[src/rtl/demod_pkg.sv]
// rtl/demod_pkg.sv - shared width and saturation helpers for the lock-in demodulator
// Purpose : accumulator width function, signed saturation, abs-with-saturate.
// Ports   : none (package).
// Helpers work on 64-bit longint so one function serves every DW up to 24.
package demod_pkg;

    // Accumulator width: full-precision product plus growth over 2^log2_decim samples.
    function automatic int acc_width(input int dw, input int log2_decim);
        return 2 * dw + log2_decim;
    endfunction

    // Clamp a signed value to the DW-bit two's-complement range.
    function automatic longint sat_dw(input longint x, input int dw);
        longint hi;
        longint lo;
        hi = (longint'(1) <<< (dw - 1)) - longint'(1);
        lo = -(longint'(1) <<< (dw - 1));
        if (x > hi) begin
            return hi;
        end else if (x < lo) begin
            return lo;
        end
        return x;
    endfunction

    // |x| for a DW-bit signed value; the most negative code maps to the largest positive.
    function automatic longint abs_sat(input longint x, input int dw);
        longint lo;
        lo = -(longint'(1) <<< (dw - 1));
        if (x == lo) begin
            return (longint'(1) <<< (dw - 1)) - longint'(1);
        end
        return (x < 0) ? -x : x;
    endfunction

endpackage

[src/rtl/demod_acc.sv]
// rtl/demod_acc.sv - one demodulator channel: multiply, integrate, dump, saturate
// Purpose : registers sig_in*ref_in, accumulates products over a window and
//           presents the saturated window average combinationally on res_o.
// Ports   : clk, rst_n       clock, async active-low reset
//           ce_in            load a new product
//           clr              zero the accumulator (highest priority)
//           ce_p             product register holds a valid sample
//           wrap             current sample is the last of the window
//           sig_in, ref_in   signed DW-bit operands
//           res_o            saturated average of the window ending with this product
module demod_acc
    import demod_pkg::*;
#(
    parameter int DW         = 16,
    parameter int LOG2_DECIM = 8
) (
    input  logic                 clk,
    input  logic                 rst_n,
    input  logic                 ce_in,
    input  logic                 clr,
    input  logic                 ce_p,
    input  logic                 wrap,
    input  logic signed [DW-1:0] sig_in,
    input  logic signed [DW-1:0] ref_in,
    output logic signed [DW-1:0] res_o
);

    localparam int AW    = acc_width(DW, LOG2_DECIM);
    // Divide by 2^LOG2_DECIM for the average and by 2^(DW-1) to return to Q1.(DW-1).
    localparam int SHIFT = LOG2_DECIM + DW - 1;

    logic signed [2*DW-1:0] prod_q;
    logic signed [2*DW-1:0] prod_d;
    logic signed [AW-1:0]   acc_q;
    logic signed [AW-1:0]   acc_d;
    logic signed [AW-1:0]   sum;
    logic signed [AW-1:0]   shifted;

    assign prod_d  = (2*DW)'(sig_in) * (2*DW)'(ref_in);
    assign sum     = acc_q + AW'(prod_q);
    assign shifted = sum >>> SHIFT;
    assign res_o   = DW'(sat_dw(64'(shifted), DW));

    always_comb begin
        acc_d = acc_q;
        if (clr) begin
            acc_d = '0;
        end else if (ce_p) begin
            // On the last sample the sum is dumped to the output, so restart at zero.
            acc_d = wrap ? '0 : sum;
        end
    end

    always_ff @(posedge clk or negedge rst_n) begin
        if (!rst_n) begin
            prod_q <= '0;
            acc_q  <= '0;
        end else begin
            if (ce_in) begin
                prod_q <= prod_d;
            end
            acc_q <= acc_d;
        end
    end

endmodule

[src/rtl/lockin_demod.sv]
// rtl/lockin_demod.sv - lock-in I/Q demodulator with integrate-and-dump decimation
// Purpose : multiplies signal by DDS cos/sin, averages 2^LOG2_DECIM enabled
//           samples per channel and emits one I/Q pair per window.
// Ports   : clk, rst_n              clock, async active-low reset
//           ce_in                   sample strobe for signal/sin_in/cos_in
//           clr                     restart integration window
//           signal, sin_in, cos_in  signed DW-bit inputs
//           ce_out                  one-cycle pulse when outputs update
//           i_out, q_out            signed window averages
//           mag                     magnitude estimate (DEMOD_MAG_EN only)
// Config  : DEMOD_MAG_EN adds the mag port and one register stage (latency t+3).
module lockin_demod
    import demod_pkg::*;
#(
    parameter int DW         = 16,
    parameter int LOG2_DECIM = 8
) (
    input  logic                 clk,
    input  logic                 rst_n,
    input  logic                 ce_in,
    input  logic                 clr,
    input  logic signed [DW-1:0] signal,
    input  logic signed [DW-1:0] sin_in,
    input  logic signed [DW-1:0] cos_in,
`ifdef DEMOD_MAG_EN
    output logic        [DW-1:0] mag,
`endif
    output logic                 ce_out,
    output logic signed [DW-1:0] i_out,
    output logic signed [DW-1:0] q_out
);

    logic [LOG2_DECIM-1:0] cnt_q;
    logic [LOG2_DECIM-1:0] cnt_d;
    logic                  ce_p_q;
    logic                  ce_p_d;
    logic                  wrap;
    logic                  dump;
    logic signed [DW-1:0]  i_res;
    logic signed [DW-1:0]  q_res;
    logic                  ce_dump_q;
    logic signed [DW-1:0]  i_dump_q;
    logic signed [DW-1:0]  q_dump_q;

    // Counter is exactly LOG2_DECIM bits, so the last sample is all-ones and
    // the increment wraps to zero by itself.
    assign wrap = &cnt_q;
    assign dump = ce_p_q & wrap & ~clr;

    always_comb begin
        cnt_d  = cnt_q;
        ce_p_d = ce_in;
        if (clr) begin
            cnt_d  = '0;
            ce_p_d = 1'b0;
        end else if (ce_p_q) begin
            cnt_d = cnt_q + 1'b1;
        end
    end

    always_ff @(posedge clk or negedge rst_n) begin
        if (!rst_n) begin
            cnt_q     <= '0;
            ce_p_q    <= 1'b0;
            ce_dump_q <= 1'b0;
            i_dump_q  <= '0;
            q_dump_q  <= '0;
        end else begin
            cnt_q     <= cnt_d;
            ce_p_q    <= ce_p_d;
            ce_dump_q <= dump;
            if (dump) begin
                i_dump_q <= i_res;
                q_dump_q <= q_res;
            end
        end
    end

    demod_acc #(
        .DW         (DW),
        .LOG2_DECIM (LOG2_DECIM)
    ) u_acc_i (
        .clk    (clk),
        .rst_n  (rst_n),
        .ce_in  (ce_in),
        .clr    (clr),
        .ce_p   (ce_p_q),
        .wrap   (wrap),
        .sig_in (signal),
        .ref_in (cos_in),
        .res_o  (i_res)
    );

    demod_acc #(
        .DW         (DW),
        .LOG2_DECIM (LOG2_DECIM)
    ) u_acc_q (
        .clk    (clk),
        .rst_n  (rst_n),
        .ce_in  (ce_in),
        .clr    (clr),
        .ce_p   (ce_p_q),
        .wrap   (wrap),
        .sig_in (signal),
        .ref_in (sin_in),
        .res_o  (q_res)
    );

`ifdef DEMOD_MAG_EN
    // Alpha-max-plus-beta-min estimate; I/Q are delayed one stage so all
    // outputs update on the same ce_out pulse.
    longint               abs_i;
    longint               abs_q;
    longint               mag_max;
    longint               mag_min;
    longint               mag_sum;
    logic        [DW-1:0] mag_d;
    logic                 ce_out_q;
    logic signed [DW-1:0] i_out_q;
    logic signed [DW-1:0] q_out_q;
    logic        [DW-1:0] mag_q;

    always_comb begin
        abs_i   = abs_sat(longint'(i_dump_q), DW);
        abs_q   = abs_sat(longint'(q_dump_q), DW);
        mag_max = (abs_i > abs_q) ? abs_i : abs_q;
        mag_min = (abs_i > abs_q) ? abs_q : abs_i;
        mag_sum = mag_max + (mag_min >>> 1);
        if (mag_sum > ((longint'(1) <<< DW) - longint'(1))) begin
            mag_sum = (longint'(1) <<< DW) - longint'(1);
        end
        mag_d = DW'(mag_sum);
    end

    always_ff @(posedge clk or negedge rst_n) begin
        if (!rst_n) begin
            ce_out_q <= 1'b0;
            i_out_q  <= '0;
            q_out_q  <= '0;
            mag_q    <= '0;
        end else begin
            ce_out_q <= ce_dump_q;
            if (ce_dump_q) begin
                i_out_q <= i_dump_q;
                q_out_q <= q_dump_q;
                mag_q   <= mag_d;
            end
        end
    end

    assign ce_out = ce_out_q;
    assign i_out  = i_out_q;
    assign q_out  = q_out_q;
    assign mag    = mag_q;
`else
    assign ce_out = ce_dump_q;
    assign i_out  = i_dump_q;
    assign q_out  = q_dump_q;
`endif

endmodule
[config.mk]
export PLATFORM = sky130hd
export DESIGN_NAME = lockin_demod
export DESIGN_NICKNAME = d
export VERILOG_FILES = /design/src/rtl/demod_pkg.sv /design/src/rtl/demod_acc.sv /design/src/rtl/lockin_demod.sv
export SDC_FILE = /design/constraint.sdc
export NUM_CORES = 2
export LEC_CHECK = 0
export CAP_MARGIN = 40
export CORE_UTILIZATION = 38
export DETAILED_ROUTE_END_ITERATION = 12
export GPL_TIMING_DRIVEN = 0
export PLACE_DENSITY = 0.65
export SYNTH_ARGS = -nofsm -noshare
export SYNTH_HDL_FRONTEND = slang
export SYNTH_HIERARCHICAL = 1
export SYNTH_SLANG_ARGS = --single-unit
[constraint.sdc]
create_clock -name clk -period 4.4 [get_ports clk]
set_input_delay 0.66 -clock clk [delete_from_list [all_inputs] [get_ports clk]]
set_output_delay 0.66 -clock clk [all_outputs]
set_load 0.01 [all_outputs]
==> impl_metrics.py <==
metrics = {
    "outcome": {
        "status": "complete, but fails checks",
        "violations": "negative setup slack",
    },
    "floorplanning": {
        "num_rows": 104,
        "ioPinCount": 85,
        "core-area_mm2": 0.0809,
        "start_util_pct": 38.7,
        "dieArea_mm2": 0.0835,
        "fp.dieH_um": 289,
        "die_x_um": 289,
    },
    "clocking": {
        "h-tree-depth": 4,
        "clkTransAtPathRegs_ps": 70,
        "cts_num_sinks": 186,
        "cts-root-buf": "clkbuf_16",
        "clockBufferDepth": 2,
        "cts_buffers": 17,
        "cts_tree": "built",
        "insertion_delay_ps": 460,
    },
    "placement": {
        "finalWeightedCongestion": 0.889,
        "hpwlAfterDp_mm": 66.3,
        "dp_slack_ps": -3330,
        "place_area_mm2": 0.0349,
        "placement.io_buffers": 84,
    },
    "routing": {
        "vias_per_cell": 5.18,
        "drt.antenna.violating_nets": 0,
        "routedWlPerCell_um": 18.7,
        "drt_iter0_drc": 1517,
        "vias": 24389,
        "finalWirelength_mm": 87.9,
        "drtPass1Iterations": 6,
        "drc": 0,
    },
    "timing": {
        "tightest_slew_ps": 778,
        "rsz0062_at_grt": "yes",
        "fmax_mhz": 164,
        "period_share_pct": 139,
        "setup_viol_count_final": 47,
        "drv_slew": 0,
        "layout_setup_ws_ps": -1700,
        "hold_violations": 0,
        "fin_crit_ps": 6100,
        "clock_skew_ps": 9.78,
        "slew_headroom_pct": 48.1,
    },
    "worst_setup_path": {
        "crit_chain": "buf_6 > buf_8 > buf_4 > buf_4 > nand2_1 > fa_1 > fa_2 > inv_2 > fa_1 > inv_2 > fa_2 > fa_2 > fa_1 > inv_2 > ha_4 > a21o_1 > a21o_1 > a21oi_2 > o21ai_2 > and4_1 > o41ai_4 > nor3b_2 > nor2_1 > mux2_2",
        "cp.required_ps": 4740,
        "slowest_delay_ps": 590,
        "crit_path_end_kind": "register",
        "rr_worst_depth": 13,
        "reg2reg_from": "u_acc_q/prod_q[0]$_DFFE_PN0P_",
        "cp-start-kind": "input pin",
        "crit_fanout": 7,
        "path_class": "in2reg",
        "r2r-end": "q_out[8]$_DFFE_PN0P_",
        "r2r_slack_ps": 580,
        "worstPathArrival_ps": 6440,
        "crit_path_top_delay_cell": "fa_2",
    },
    "grt": {
        "antenna_found_initial": 6,
        "grt_pass1_wl_mm": 141,
        "grt_overflow": 0,
        "grt.total_usage_pct": 21.6,
        "grt_start_max_net_pins": 111,
        "first_global_vias": 26559,
    },
    "yosys": {
        "avgSynthCellArea_um2": 9.42,
        "yosysSeqAreaShare_pct": 14.9,
        "syn_nets": 4144,
        "ys_seq_elements": 186,
        "synthesis.instances": 3323,
        "synth_warnings": 6,
        "synth-edff-count": 0,
        "syn-cell-area_mm2": 0.0313,
        "ys_types": 93,
        "yosys_most_used_dff": "dfrtp_1",
        "async_flop_share_pct": 100,
    },
    "cells_and_area": {
        "area_delta_synth_final_pct": 24.7,
        "layout.nets": 4454,
        "multi_input_area_mm2": 0.0254,
        "drive_gt1_share_pct": 24.1,
        "final-seq-area_mm2": 0.00465,
        "fill_cells": 7411,
        "fin_area_mm2": 0.0390,
    },
    "hold_path": {
        "min_path_type": "in2async",
    },
    "run": {
        "cap_violations": 0,
    },
}
==> cells in the mapped netlist, types with 16 or more instances <==
cell	count	area (um2)
nand4_1	19	119
inv_1	651	2440
fa_1	526	10500
a211oi_1	18	135
o21ai_0	102	510
a22o_1	40	350
xnor2_1	92	806
dfrtp_1	186	4650
mux2_2	75	845
ha_1	243	3040
nor2_1	84	315
nand3_1	28	140
clkbuf_1	97	364
a21oi_1	121	606
o21bai_1	20	150
maj3_2	19	214
and2_1	227	1420
nand2_1	369	1390
nor3_1	16	80.1
nand2b_1	22	138
a21o_1	81	608
xor2_1	48	420
==> kinds of logic after synthesis <==
family                   Yosys count  synth area share (%)
flip-flops                       186                  14.9
adder cells (fa/ha/maj)          799                  44.4
multiplexers                      81                  2.91
XOR/XNOR                         143                  4.07
AND/OR/NAND/NOR                  828                  12.9
AO/OA/AOI/OAI                    512                  11.3
buffers and inverters            774                  9.50
==> worst max-delay path, delay by kind of cell <==
family,cells,cell delay (ps)
AO/OA/AOI/OAI,5,970
buffers and inverters,7,670
multiplexers,1,260
adder cells (fa/ha/maj),7,3250
AND/OR/NAND/NOR,4,600
==> layout make-up <==
| cell class | instances | area share [%] |
|---|---|---|
| Inverter | 651 | 6.29 |
| Clock inverter | 13 | 0.349 |
| Buffer | 120 | 3.86 |
| Timing Repair Buffer | 294 | 7.86 |
| Sequential cell | 186 | 11.9 |
| Multi-Input combinational cell | 2363 | 65.2 |
| Tap cell | 1060 | 3.40 |
| Clock buffer | 19 | 1.13 |
| Antenna cell | 4 | 0.0256 |
==> sequential cells by signal (all words and copies together) (netlist names) <==
name / cells
ce_p_q: 1
u_acc_i/prod_q: 32
i_out: 16
u_acc_i/acc_q: 40
u_acc_q/acc_q: 40
q_out: 16
u_acc_q/prod_q: 32
cnt_q: 8
ce_out: 1
==> per-stage QoR <==
stage	utilization [%]	instances	TNS, ps	hold slack [ps]
final	48.2	4710	-55960	189
after global routing	48.2	4706	-61600	222
after CTS	46.8	4662	-55720	203
after detailed placement	43.1	4482	-126400	476
after global placement	42.8	4467	-1146740	467
after floorplan	-	3323	-49040	364
==> routing by layer <==
layer | track usage, % | up-vias | part of all wire, %
met3 | 3.25 | 171 | 5.6
met4 | 6.25 | 4 | 3.0
met2 | 38.2 | 676 | 51
met5 | 0 | - | 0.025
met1 | 27.2 | 12391 | 40
li1 | - | 11147 | -
==> worst max-delay path by stage <==
stage	slack [ps]	to	from
after floorplan	-1510	u_acc_q/prod_q[29]$_DFFE_PN0P_	signal[15]
after global placement	-5450	u_acc_q/acc_q[15]$_DFFE_PN0P_	rst_n
after detailed placement	-3330	u_acc_q/prod_q[28]$_DFFE_PN0P_	signal[15]
after CTS	-1700	u_acc_q/prod_q[31]$_DFFE_PN0P_	signal[8]
after global routing	-1760	u_acc_q/prod_q[29]$_DFFE_PN0P_	signal[14]
final	-1700	u_acc_q/prod_q[28]$_DFFE_PN0P_	sin_in[5]
==> what timing repair did <==
item | 4_1_cts | 5_1_grt
setup endpoints to repair | 52 | 49
buffers inserted | 149 | 51
gates cloned | 5 | 5
gates resized for setup | 556 | 231
hold buffers | 0 | 0
pin swaps | 191 | 185
==> cell usage in the layout, fill, tap and decap left out, types with 50 or more instances in the layout <==
| cell | count |
|---|---|
| a21o_1 | 81 |
| a21oi_1 | 89 |
| and2_1 | 183 |
| buf_4 | 133 |
| buf_6 | 65 |
| clkbuf_16 | 50 |
| dfrtp_1 | 186 |
| fa_1 | 481 |
| ha_1 | 195 |
| inv_1 | 571 |
| inv_2 | 77 |
| mux2_2 | 53 |
| nand2_1 | 324 |
| nor2_1 | 70 |
| o21ai_0 | 85 |
| xnor2_1 | 83 |
Power is left out: the tool's default activity adds up to more than one toggle a clock period on the data nets, which glitch-free logic cannot reach.
